===== config.mk =====
export PLATFORM = sky130hd
export DESIGN_NAME = uart_tx_arbiter_flat
export DESIGN_NICKNAME = d
export VERILOG_FILES = /design/src/rtl/uart_pkg.sv /design/src/rtl/uart_tx_arbiter_if.sv /design/src/rtl/uart_tx_arbiter_rr_picker.sv /design/src/rtl/uart_tx_arbiter.sv /design/src/flat_wrapper.sv
export SDC_FILE = /design/constraint.sdc
export NUM_CORES = 1
export LEC_CHECK = 0
export CAP_MARGIN = 30
export CELL_PAD_IN_SITES_DETAIL_PLACEMENT = 1
export CELL_PAD_IN_SITES_GLOBAL_PLACEMENT = 2
export CORE_ASPECT_RATIO = 2
export CORE_MARGIN = 1.5
export CORE_UTILIZATION = 29
export DETAILED_ROUTE_END_ITERATION = 10
export GPL_TIMING_DRIVEN = 0
export PLACE_DENSITY_LB_ADDON = 0.1
export SYNTH_ARGS = -nofsm -noshare
export SYNTH_HDL_FRONTEND = slang
export SYNTH_SLANG_ARGS = --single-unit

===== constraint.sdc =====
create_clock -name clk -period 5.1 [get_ports clk]
set_clock_uncertainty 0.05 [all_clocks]
set_input_delay 0.765 -clock clk [delete_from_list [all_inputs] [get_ports clk]]
set_output_delay 0.765 -clock clk [all_outputs]
set_load 0.01 [all_outputs]

===== src/rtl/uart_pkg.sv =====
// Shared types and default sizing for the UART transmit arbiter.
package uart_pkg;

    localparam int unsigned N_REQ_DEF      = 4;
    localparam int unsigned DATA_WD_DEF    = 8;
    localparam int unsigned GAP_CYCLES_DEF = 2;
    localparam int unsigned GAP_W          = 4;

    // One-hot arbiter state encoding
    typedef enum logic [3:0] {
        ARB   = 4'b0001,
        START = 4'b0010,
        BUSY  = 4'b0100,
        GAP   = 4'b1000
    } arb_state_e;

endpackage


===== src/rtl/uart_tx_arbiter_if.sv =====
// Requester + serializer handshake bundle seen by the arbiter.
interface uart_tx_arbiter_if
    import uart_pkg::*;
#(
    parameter int unsigned N_REQ   = N_REQ_DEF,
    parameter int unsigned data_wd = DATA_WD_DEF
);
    localparam int unsigned IDX_W = $clog2(N_REQ);

    logic [N_REQ-1:0]         req;
    logic [N_REQ*data_wd-1:0] din_bus;
    logic [N_REQ-1:0]         gnt;
    logic [N_REQ-1:0]         done;
    logic [IDX_W-1:0]         owner;
    logic                     arb_busy;
    logic                     tx_start;
    logic [data_wd-1:0]       tx_din;
    logic                     tx_busy;

    // Producers and serializer side
    modport master (
        output req, din_bus, tx_busy,
        input  gnt, done, owner, arb_busy, tx_start, tx_din
    );

    // Arbiter side
    modport slave (
        input  req, din_bus, tx_busy,
        output gnt, done, owner, arb_busy, tx_start, tx_din
    );
endinterface


===== src/rtl/uart_tx_arbiter_rr_picker.sv =====
// Combinational round-robin search starting just above ptr.
module rr_picker #(
    parameter int unsigned N_REQ = 4,
    localparam int unsigned IDX_W = $clog2(N_REQ)
) (
    input  logic [N_REQ-1:0] req,
    input  logic [IDX_W-1:0] ptr,
    output logic [N_REQ-1:0] win_oh,
    output logic [IDX_W-1:0] win_idx,
    output logic             valid
);

    // First set request at ptr+1, ptr+2, ... wrapping; ptr itself is checked last
    always_comb begin
        int unsigned j;
        logic [IDX_W-1:0] jj;
        win_oh  = '0;
        win_idx = '0;
        valid   = 1'b0;
        j       = 0;
        jj      = '0;
        for (int unsigned k = 1; k <= N_REQ; k++) begin
            j  = (32'(ptr) + k) % N_REQ;
            jj = IDX_W'(j);
            if (!valid && req[jj]) begin
                valid   = 1'b1;
                win_idx = jj;
                win_oh  = N_REQ'(1) << jj;
            end
        end
    end

endmodule


===== src/rtl/uart_tx_arbiter.sv =====
// Round-robin sequencer sharing one uart_tx serializer among N_REQ producers.
module uart_tx_arbiter
    import uart_pkg::*;
#(
    parameter int unsigned N_REQ      = N_REQ_DEF,
    parameter int unsigned data_wd    = DATA_WD_DEF,
    parameter int unsigned gap_cycles = GAP_CYCLES_DEF
) (
    input  logic               clk,
    input  logic               rst,
    uart_tx_arbiter_if.slave   bus
);

    localparam int unsigned IDX_W = $clog2(N_REQ);

    arb_state_e         state_q, state_d;
    logic [IDX_W-1:0]   ptr_q, ptr_d;
    logic [IDX_W-1:0]   owner_q, owner_d;
    logic [data_wd-1:0] data_q, data_d;
    logic [N_REQ-1:0]   gnt_q, gnt_d;
    logic [N_REQ-1:0]   done_q, done_d;
    logic               tx_start_q, tx_start_d;
    logic               arb_busy_q, arb_busy_d;
    logic [GAP_W-1:0]   gap_q, gap_d;

    logic [N_REQ-1:0]   win_oh;
    logic [IDX_W-1:0]   win_idx;
    logic               win_valid;

    rr_picker #(.N_REQ(N_REQ)) u_picker (
        .req     (bus.req),
        .ptr     (ptr_q),
        .win_oh  (win_oh),
        .win_idx (win_idx),
        .valid   (win_valid)
    );

    // State register
    always_ff @(posedge clk) begin
        if (!rst) state_q <= ARB;
        else      state_q <= state_d;
    end

    // Next-state logic
    always_comb begin
        state_d = state_q;
        unique case (state_q)
            ARB:     if (win_valid)     state_d = START;
            START:   if (bus.tx_busy)   state_d = BUSY;
            BUSY:    if (!bus.tx_busy)  state_d = GAP;
            GAP:     if (gap_q == '0)   state_d = ARB;
            default:                    state_d = ARB;
        endcase
    end

    // Output and datapath next values
    always_comb begin
        gnt_d      = '0;
        done_d     = '0;
        tx_start_d = 1'b0;
        data_d     = data_q;
        owner_d    = owner_q;
        ptr_d      = ptr_q;
        gap_d      = gap_q;
        arb_busy_d = (state_d != ARB);
        unique case (state_q)
            ARB: begin
                if (win_valid) begin
                    gnt_d      = win_oh;
                    tx_start_d = 1'b1;
                    owner_d    = win_idx;
                    ptr_d      = win_idx;
                    for (int unsigned i = 0; i < N_REQ; i++) begin
                        if (win_idx == IDX_W'(i)) data_d = bus.din_bus[i*data_wd +: data_wd];
                    end
                end
            end
            START: tx_start_d = !bus.tx_busy;
            BUSY: begin
                // tx_busy falling is the only frame-complete indication (tx_done is sticky)
                if (!bus.tx_busy) begin
                    done_d = N_REQ'(1) << owner_q;
                    gap_d  = GAP_W'(gap_cycles);
                end
            end
            GAP: if (gap_q != '0) gap_d = gap_q - GAP_W'(1);
            default: ;
        endcase
    end

    // Registered outputs and datapath
    always_ff @(posedge clk) begin
        if (!rst) begin
            ptr_q      <= IDX_W'(N_REQ - 1);
            owner_q    <= '0;
            data_q     <= '0;
            gnt_q      <= '0;
            done_q     <= '0;
            tx_start_q <= 1'b0;
            arb_busy_q <= 1'b0;
            gap_q      <= '0;
        end else begin
            ptr_q      <= ptr_d;
            owner_q    <= owner_d;
            data_q     <= data_d;
            gnt_q      <= gnt_d;
            done_q     <= done_d;
            tx_start_q <= tx_start_d;
            arb_busy_q <= arb_busy_d;
            gap_q      <= gap_d;
        end
    end

    assign bus.gnt      = gnt_q;
    assign bus.done     = done_q;
    assign bus.owner    = owner_q;
    assign bus.arb_busy = arb_busy_q;
    assign bus.tx_start = tx_start_q;
    assign bus.tx_din   = data_q;

endmodule


===== src/flat_wrapper.sv =====
// flat-port wrapper written by rule: the top's interface ports become plain ports
module uart_tx_arbiter_flat import uart_pkg::*;
#(
    parameter int unsigned N_REQ      = N_REQ_DEF,
    parameter int unsigned data_wd    = DATA_WD_DEF,
    parameter int unsigned gap_cycles = GAP_CYCLES_DEF
)
  (clk, rst, bus_req, bus_din_bus, bus_tx_busy, bus_gnt, bus_done, bus_owner, bus_arb_busy, bus_tx_start, bus_tx_din);
  uart_tx_arbiter_if #(.N_REQ(N_REQ), .data_wd(data_wd)) bus_i ();
  input  logic clk;
  input  logic rst;
  input wire logic [$bits(bus_i.req)-1:0] bus_req;
  input wire logic [$bits(bus_i.din_bus)-1:0] bus_din_bus;
  input wire logic [$bits(bus_i.tx_busy)-1:0] bus_tx_busy;
  output wire logic [$bits(bus_i.gnt)-1:0] bus_gnt;
  output wire logic [$bits(bus_i.done)-1:0] bus_done;
  output wire logic [$bits(bus_i.owner)-1:0] bus_owner;
  output wire logic [$bits(bus_i.arb_busy)-1:0] bus_arb_busy;
  output wire logic [$bits(bus_i.tx_start)-1:0] bus_tx_start;
  output wire logic [$bits(bus_i.tx_din)-1:0] bus_tx_din;
  assign bus_i.req = bus_req;
  assign bus_i.din_bus = bus_din_bus;
  assign bus_i.tx_busy = bus_tx_busy;
  assign bus_gnt = bus_i.gnt;
  assign bus_done = bus_i.done;
  assign bus_owner = bus_i.owner;
  assign bus_arb_busy = bus_i.arb_busy;
  assign bus_tx_start = bus_i.tx_start;
  assign bus_tx_din = bus_i.tx_din;
  uart_tx_arbiter #(.N_REQ(N_REQ), .data_wd(data_wd), .gap_cycles(gap_cycles)) u_core (.clk(clk), .rst(rst), .bus(bus_i));
endmodule

== Word level (Yosys, flattened, before mapping) ==
Index checks and enable logic that the tools add are counted.

* Shift operators: 5
* Magnitude comparators: 4
* Add/subtract/negate cells: 5
* Muxes and demuxes: 34
* Equality and inequality tests: 10
* Reductions and logical operators: 17
* Bitwise operators: 2

{| class="wikitable"
|+ Operators with widths
! cell !! count
|-
| 4-bit 2-to-1 mux || 10
|-
| 8-bit 2-to-1 mux || 4
|-
| 1-bit by 2-bit << shifter with 4-bit output (first input constant) || 5
|-
| 4-bit case mux with 4 select lines || 1
|-
| 2-bit by 3-bit less-than comparator with 1-bit output (second input constant) || 4
|-
| 1-bit 2-to-1 mux || 9
|-
| 3-bit AND reduction || 3
|-
| 1-bit binary-select mux with 2-bit select || 4
|-
| 2-bit 2-to-1 mux || 4
|-
| 4-bit case mux with 2 select lines || 1
|-
| 4-bit nonzero test || 2
|-
| 2-bit by 1-bit adder with 2-bit output (second input constant) || 2
|-
| 2-bit adder (second input constant) || 2
|-
| 2-bit equality test (second input constant) || 2
|-
| 4-bit by 1-bit equality test with 1-bit output (second input constant) || 1
|-
| 4-bit by 2-bit equality test with 1-bit output (second input constant) || 1
|-
| 4-bit by 3-bit equality test with 1-bit output (second input constant) || 1
|-
| 4-bit equality test (second input constant) || 1
|-
| 1-bit logical NOT || 4
|-
| 4-bit logical NOT || 1
|-
| 4-bit by 1-bit != test with 1-bit output (second input constant) || 1
|-
| 4-bit by 1-bit subtractor with 4-bit output (second input constant) || 1
|-
| 1-bit logical AND || 3
|-
| 3-bit OR reduction || 1
|-
| other kinds (8) || 9
|}

* Output and inout port bits: 20
* Flip-flop bits (word level): 30
* Input bits: 39

== Longest topological paths before layout ==
* Depth in word-level cells: 18
* Gate-level depth with buffers: 10

== Modules after synthesis ==
Synthesis repeated with hierarchy kept, for this count alone.

* Cells, all modules: 203
* Area, all modules: 1950.6 µm²

{| class="wikitable"
|+ By module, submodules not included
! module !! area an instance (µm²) !! seq. area each (µm²) !! instances !! cells each
|-
| uart_tx_arbiter || 1338.8 || 600.6 || 1 || 126
|-
| rr_picker || 611.8 || 0.0 || 1 || 77
|}

== Worst setup path after synthesis ==
No wires, ideal clock.

* Kind: in2reg
* From: input bus_req[2]
* To: register u_core.data_q[0] (netlist: u_core.bus.tx_din[0])
* Data arrival time: 2301 ps
* Setup time: 134 ps
* Setup slack: 2615 ps
* Cell stages on the path: 8
* Path through: buf_6 -> mux4_2 -> a211o_1 -> o221ai_2 -> buf_6 -> buf_12 -> mux2i_1 -> o221ai_1

* Word-level cells in the longest chain between the ends: 16

{| class="wikitable"
|+ Ends and longest elaborated chain
! item !! line !! source
|-
| start: declaration || flat_wrapper.sv:12 || <nowiki>input wire logic [$bits(bus_i.req)-1:0] bus_req;</nowiki>
|-
| 1-bit binary-select mux with 2-bit select || uart_tx_arbiter_rr_picker.sv:25 || <nowiki>if (!valid && req[jj]) begin</nowiki>
|-
| 1-bit 2-to-1 mux (implied by the code) || uart_tx_arbiter_rr_picker.sv:25 ||
|-
| 1-bit 2-to-1 mux || uart_tx_arbiter_rr_picker.sv:25 ||
|-
| 1-bit logical NOT || uart_tx_arbiter_rr_picker.sv:25 ||
|-
| 1-bit logical AND || uart_tx_arbiter_rr_picker.sv:25 ||
|-
| 1-bit 2-to-1 mux || uart_tx_arbiter_rr_picker.sv:25 ||
|-
| 1-bit logical NOT || uart_tx_arbiter_rr_picker.sv:25 ||
|-
| 1-bit logical AND || uart_tx_arbiter_rr_picker.sv:25 ||
|-
| 1-bit 2-to-1 mux || uart_tx_arbiter_rr_picker.sv:25 ||
|-
| 1-bit logical NOT || uart_tx_arbiter_rr_picker.sv:25 ||
|-
| 1-bit logical AND || uart_tx_arbiter_rr_picker.sv:25 ||
|-
| 2-bit 2-to-1 mux || uart_tx_arbiter_rr_picker.sv:25 ||
|-
| 2-bit by 1-bit equality test with 1-bit output || uart_tx_arbiter.sv:74 || <nowiki>if (win_idx == IDX_W'(i)) data_d = bus.din_bus[i*data_wd +: data_wd];</nowiki>
|-
| 8-bit 2-to-1 mux (3 in a row) || uart_tx_arbiter.sv:74 ||
|-
| end signal: assignment || uart_tx_arbiter.sv:105 || <nowiki>data_q <= data_d;</nowiki>
|-
| end: declaration || uart_tx_arbiter.sv:19 || <nowiki>logic [data_wd-1:0] data_q, data_d;</nowiki>
|}

Parallel ways exist; a longest one is shown, timed or not. The select of a mux whose other input is x is not followed.
A chain may end at the register's enable or synchronous reset.

== Worst setup path after layout ==
* From: register u_core.ptr_q[0]
* To: register u_core.data_q[4] (netlist: u_core.bus.tx_din[4])

* Word-level cells in the longest chain between the ends: 17

{| class="wikitable"
|+ Ends and longest elaborated chain
! item !! line !! source
|-
| start: declaration || uart_tx_arbiter.sv:17 || <nowiki>logic [IDX_W-1:0] ptr_q, ptr_d;</nowiki>
|-
| start signal: assignment || uart_tx_arbiter.sv:94 || <nowiki>ptr_q <= IDX_W'(N_REQ - 1);</nowiki>
|-
| start signal: assignment || uart_tx_arbiter.sv:103 || <nowiki>ptr_q <= ptr_d;</nowiki>
|-
| 2-bit by 1-bit adder with 2-bit output || uart_tx_arbiter_rr_picker.sv:23 || <nowiki>j = (32'(ptr) + k) % N_REQ;</nowiki>
|-
| 1-bit binary-select mux with 2-bit select || uart_tx_arbiter_rr_picker.sv:25 ||
|-
| 1-bit 2-to-1 mux (implied by the code) || uart_tx_arbiter_rr_picker.sv:25 ||
|-
| 1-bit 2-to-1 mux || uart_tx_arbiter_rr_picker.sv:25 ||
|-
| 1-bit logical NOT || uart_tx_arbiter_rr_picker.sv:25 ||
|-
| 1-bit logical AND || uart_tx_arbiter_rr_picker.sv:25 ||
|-
| 1-bit 2-to-1 mux || uart_tx_arbiter_rr_picker.sv:25 ||
|-
| 1-bit logical NOT || uart_tx_arbiter_rr_picker.sv:25 ||
|-
| 1-bit logical AND || uart_tx_arbiter_rr_picker.sv:25 ||
|-
| 1-bit 2-to-1 mux || uart_tx_arbiter_rr_picker.sv:25 ||
|-
| 1-bit logical NOT || uart_tx_arbiter_rr_picker.sv:25 ||
|-
| 1-bit logical AND || uart_tx_arbiter_rr_picker.sv:25 ||
|-
| 2-bit 2-to-1 mux || uart_tx_arbiter_rr_picker.sv:25 ||
|-
| 2-bit by 1-bit equality test with 1-bit output || uart_tx_arbiter.sv:74 ||
|-
| 8-bit 2-to-1 mux (3 in a row) || uart_tx_arbiter.sv:74 ||
|}

Parallel ways exist; a longest one is shown, timed or not. The select of a mux whose other input is x is not followed.

==> results.md <==
| Group | Item | Reported |
|:---|:---|:---|
| logic synthesis | Average cell area after synthesis | 9.59 um^2 |
| timing | Fin Setup TNS | 0 ps |
| floorplan | Placement row count | 41 |
| clocking | Number of buffers inserted to repair setup after CTS | 0 |
| placement | Count of buffers inserted at the top-level ports | 57 |
| floorplan | Floorplan die area | 6900 um^2 |
| timing | Period minus WS final | 3040 ps |
| clocking | Worst-path clk slew | 50 ps |
| global route | Initial antenna violation count | 0 |
| logic synthesis | Number of instances in the synthesized netlist | 193 |
| clocking | Number of H-tree levels | 2 |
| logic synthesis | Share of synthesized area occupied by flip-flops and latches | 32.4% |
| clocking | Clk_lat worst skew | 280 ps |
| timing | Slew at the pin closest to its max-slew limit | 550 ps |
| timing | Worst-case headroom to the max-slew limit | 63.2% |
| layout | Number of nets in the layout | 306 |
| floorplan | Die outline width | 59.5 um |
| power and ir drop | Peak ir drop on the vdd network | 0.000226 V |
| logic synthesis | Flip-flop and latch count after synthesis | 30 |
| clocking | Number of CTS-inserted buffers | 5 |
| logic synthesis | Post-synthesis instance area | 1850 um^2 |
| power and ir drop | Pwr/cell area | 500 nW/um^2 |
| worst hold path | Class of the tightest hold or removal check | flip-flop to flip-flop |
| logic synthesis | Synth top area share | 32.4% |
| timing | Post-route fraction of the period consumed by the critical path | 59.7% |
| critical path | Crit path cell chain | clkbuf_8 > inv_1 > ha_1 > clkbuf_8 > mux4_1 > nand2b_1 > a32oi_1 > nand3_1 > o221ai_1 |
| critical path | Most used cell, CP | sky130_fd_sc_hd__clkbuf_8 |
| timing | Minimum hold slack | 411 ps |
| power and ir drop | Static leakage | 1.06 nW |
| logic synthesis | Dominant synthesized flop cell | sky130_fd_sc_hd__dfxtp_1 |
| logic synthesis | Yosys Warn Count | 0 |
| routing | Number of remaining DRC errors | 0 |
| routing | Average vias per placed instance | 4.83 |
| logic synthesis | Biggest area consumer among synthesized cells | sky130_fd_sc_hd__dfxtp_1 |
| critical path | Required time at the endpoint of the critical path | 5240 ps |
| timing | Setup-failing EPs final | 0 |
| routing | Initial DRT Pass Iterations | 4 |
| global route | Global-route wire length before repair | 8.75 mm |
| floorplan | Starting density of the core | 29.6% |
| layout | FF/Latch Area | 601 um^2 |
| layout | Area Overhead vs Synth | 44.8% |
| logic synthesis | Asr flop ratio synth | 0% |
| logic synthesis | Number of enable-type register cells in the synthesized netlist | 0 |
| critical path | Data arrival time of the critical path | 3180 ps |
| critical path | Setup crit end kind | flip-flop |
| routing | Initial drt markers | 38 |
| floorplan | Top-level I/O count | 59 |
| global route | Largest net degree at the start of global routing | 11 |
| global route | Total track usage | 17.0% |
| logic synthesis | Top cells by area in the synthesized netlist | sky130_fd_sc_hd__dfxtp_1 32%, sky130_fd_sc_hd__mux2i_1 12%, sky130_fd_sc_hd__ha_1 6.8% |
| placement | Hpwl dp | 4.21 mm |
| critical path | Slowest cell on crit path | sky130_fd_sc_hd__dfxtp_1 |
| routing | Detailed-route via count | 1661 |
| layout | Share of layout cells above drive strength 1 | 13.2% |
| timing | Number of failing hold endpoints at the final stage | 0 |
| clocking | Root Buffer | sky130_fd_sc_hd__clkbuf_16 |
| run | Max-cap violations | 0 |
| clocking | Maximum clock insertion buffer count | 2 |
| logic synthesis | Synth cell types | 48 |
| routing | Average wire length per cell after detail routing | 15.4 um |
| floorplan | Die Height | 116 um |
| layout | Area taken by multi-input logic gates | 1120 um^2 |
| routing | Sum of routed wire length over all layers | 5.29 mm |
| clocking | TritonCTS clock tree | yes |
| status | Result of the run | completed |
| placement | Routability congestion estimate from global placement | 0.721 |
| layout | Filler instances | 743 |
| timing | Max-slew violation count | 0 |
| timing | Achievable clock frequency | 328 MHz |
| critical path | Crit path largest cell delay | 610 ps |
| layout | Antenna diode count | 0 |
| floorplan | Area of the core | 6260 um^2 |
| global route | Vias in the first global route | 1761 |
| routing | Number of nets with antenna violations after detailed routing | 0 |
| critical path | Crit path max fanout | 10 |
| logic synthesis | Total nets after synthesis | 242 |
| clocking | Sinks on Clock Net | 30 |
| global route | Aggregate global routing overflow | 0 |
| timing | Setup repair after global routing missed its margin | no |
| clocking | Post-CTS Resized | 0 |
| critical path | Crit start category | flip-flop |
| clocking | CTS Hold Bufs | 0 |
| critical path | Critical path class | flip-flop to flip-flop |
-- cells in the final DEF, fill, tap and decap left out, drive strengths merged, types with 8 or more instances in the layout --
master         Yosys  layout
a21oi              9       9
nor2              18      18
clkbuf             2       8
dfxtp             30      30
mux2i             23      23
inv                9       9
clkdlybuf4s50      0      57
ha                10      10
o221ai             9       9
nand2             24      24
-- stage by stage --
| step | instance area [um^2] | power, W | setup WS [ps] | utilization [%] | cells |
|---|---|---|---|---|---|
| final | 2680 | 0.00134 | 2060 | 42.8 | 344 |
| after global placement | 2530 | 0.00105 | 1850 | 40.4 | 336 |
| after floorplan | 1850 | 0.000814 | 2620 | - | 193 |
| after detailed placement | 2530 | 0.00106 | 1840 | 40.4 | 336 |
| after global routing | 2680 | 0.00143 | 1800 | 42.8 | 344 |
| after CTS | 2680 | 0.00136 | 2030 | 42.8 | 344 |
-- logic make-up (layout without fill, tap and decap cells) --
family | Yosys count | in the layout | share of synthesized area (%)
AND/OR/NAND/NOR | 64 | 64 | 17.3
AO/OA/AOI/OAI | 38 | 38 | 15.7
flip-flops | 30 | 30 | 32.4
multiplexers | 29 | 29 | 19.1
buffers and inverters | 18 | 83 | 6.82
adder cells (fa/ha/maj) | 10 | 10 | 6.76
XOR/XNOR | 4 | 4 | 1.89
-- worst paths after layout --
kind | from | end | slack [ps] | cells after the start
worst max-delay path | u_core.ptr_q[0]$_SDFFE_PN1P_ | u_core.bus.tx_din[4]$_SDFFE_PN0P_ | 2060 | 9
worst min-delay path | u_core.bus.tx_din[3]$_SDFFE_PN0P_ | u_core.bus.tx_din[3]$_SDFFE_PN0P_ | 410 | 2
worst max register to register | u_core.ptr_q[0]$_SDFFE_PN1P_ | u_core.bus.tx_din[4]$_SDFFE_PN0P_ | 2060 | 9
worst min register to register | u_core.bus.tx_din[3]$_SDFFE_PN0P_ | u_core.bus.tx_din[3]$_SDFFE_PN0P_ | 410 | 2
-- per-layer routing --
layer  vias to the layer above  share of wire, %  track usage, %
met1                       796                37            17.8
li1                        824                 -               -
met5                         -                 0               0
met2                        35                59            32.1
met3                         6               2.6            2.68
met4                         0               2.0            6.67
-- report_power, final --
group | switching (W) | internal [W] | leakage (nW)
Combinational | 0.000319 | 0.000369 | 0.742
Sequential | 0.0000582 | 0.000297 | 0.246
Clock | 0.000104 | 0.000193 | 0.0729
-- cells in the mapped netlist, types with 3 or more instances --
cell / instances
sky130_fd_sc_hd__dfxtp_1: 30
sky130_fd_sc_hd__nand2_1: 24
sky130_fd_sc_hd__mux2i_1: 23
sky130_fd_sc_hd__nor2_1: 18
sky130_fd_sc_hd__ha_1: 10
sky130_fd_sc_hd__inv_1: 9
sky130_fd_sc_hd__a21oi_1: 8
sky130_fd_sc_hd__o221ai_1: 8
sky130_fd_sc_hd__o21ai_0: 6
sky130_fd_sc_hd__a22o_2: 4
sky130_fd_sc_hd__buf_2: 3
sky130_fd_sc_hd__mux4_1: 3
sky130_fd_sc_hd__xor2_1: 3
-- worst max-delay path, delay by kind of cell, from the launching register on --
kind	cells	cell delay, ps
muxes	1	300
adders and majority gates	1	320
and+or+nand+nor	2	540
DFF	1	610
buffers and inverters	3	550
AOI/OAI and AO/OA	2	590
-- sequential cells by signal (all words and copies together) (netlist names) --
register / count
u_core.bus.tx_start: 1
u_core.bus.arb_busy: 1
u_core.gap_q: 4
u_core.bus.tx_din: 8
u_core.state_q: 4
u_core.bus.owner: 2
u_core.ptr_q: 2
u_core.bus.done: 4
u_core.bus.gnt: 4
-- layout make-up --
cell class / count / share of cell area [%]
buffer: 9 / 3.45
clock buffer: 6 / 5.18
clock inverter: 2 / 0.467
inverter: 9 / 1.26
multi-input combinational: 145 / 42.0
sequential: 30 / 22.4
tap: 86 / 4.01
timing repair buffer: 57 / 21.3
(Power assumes the default switching activity.)
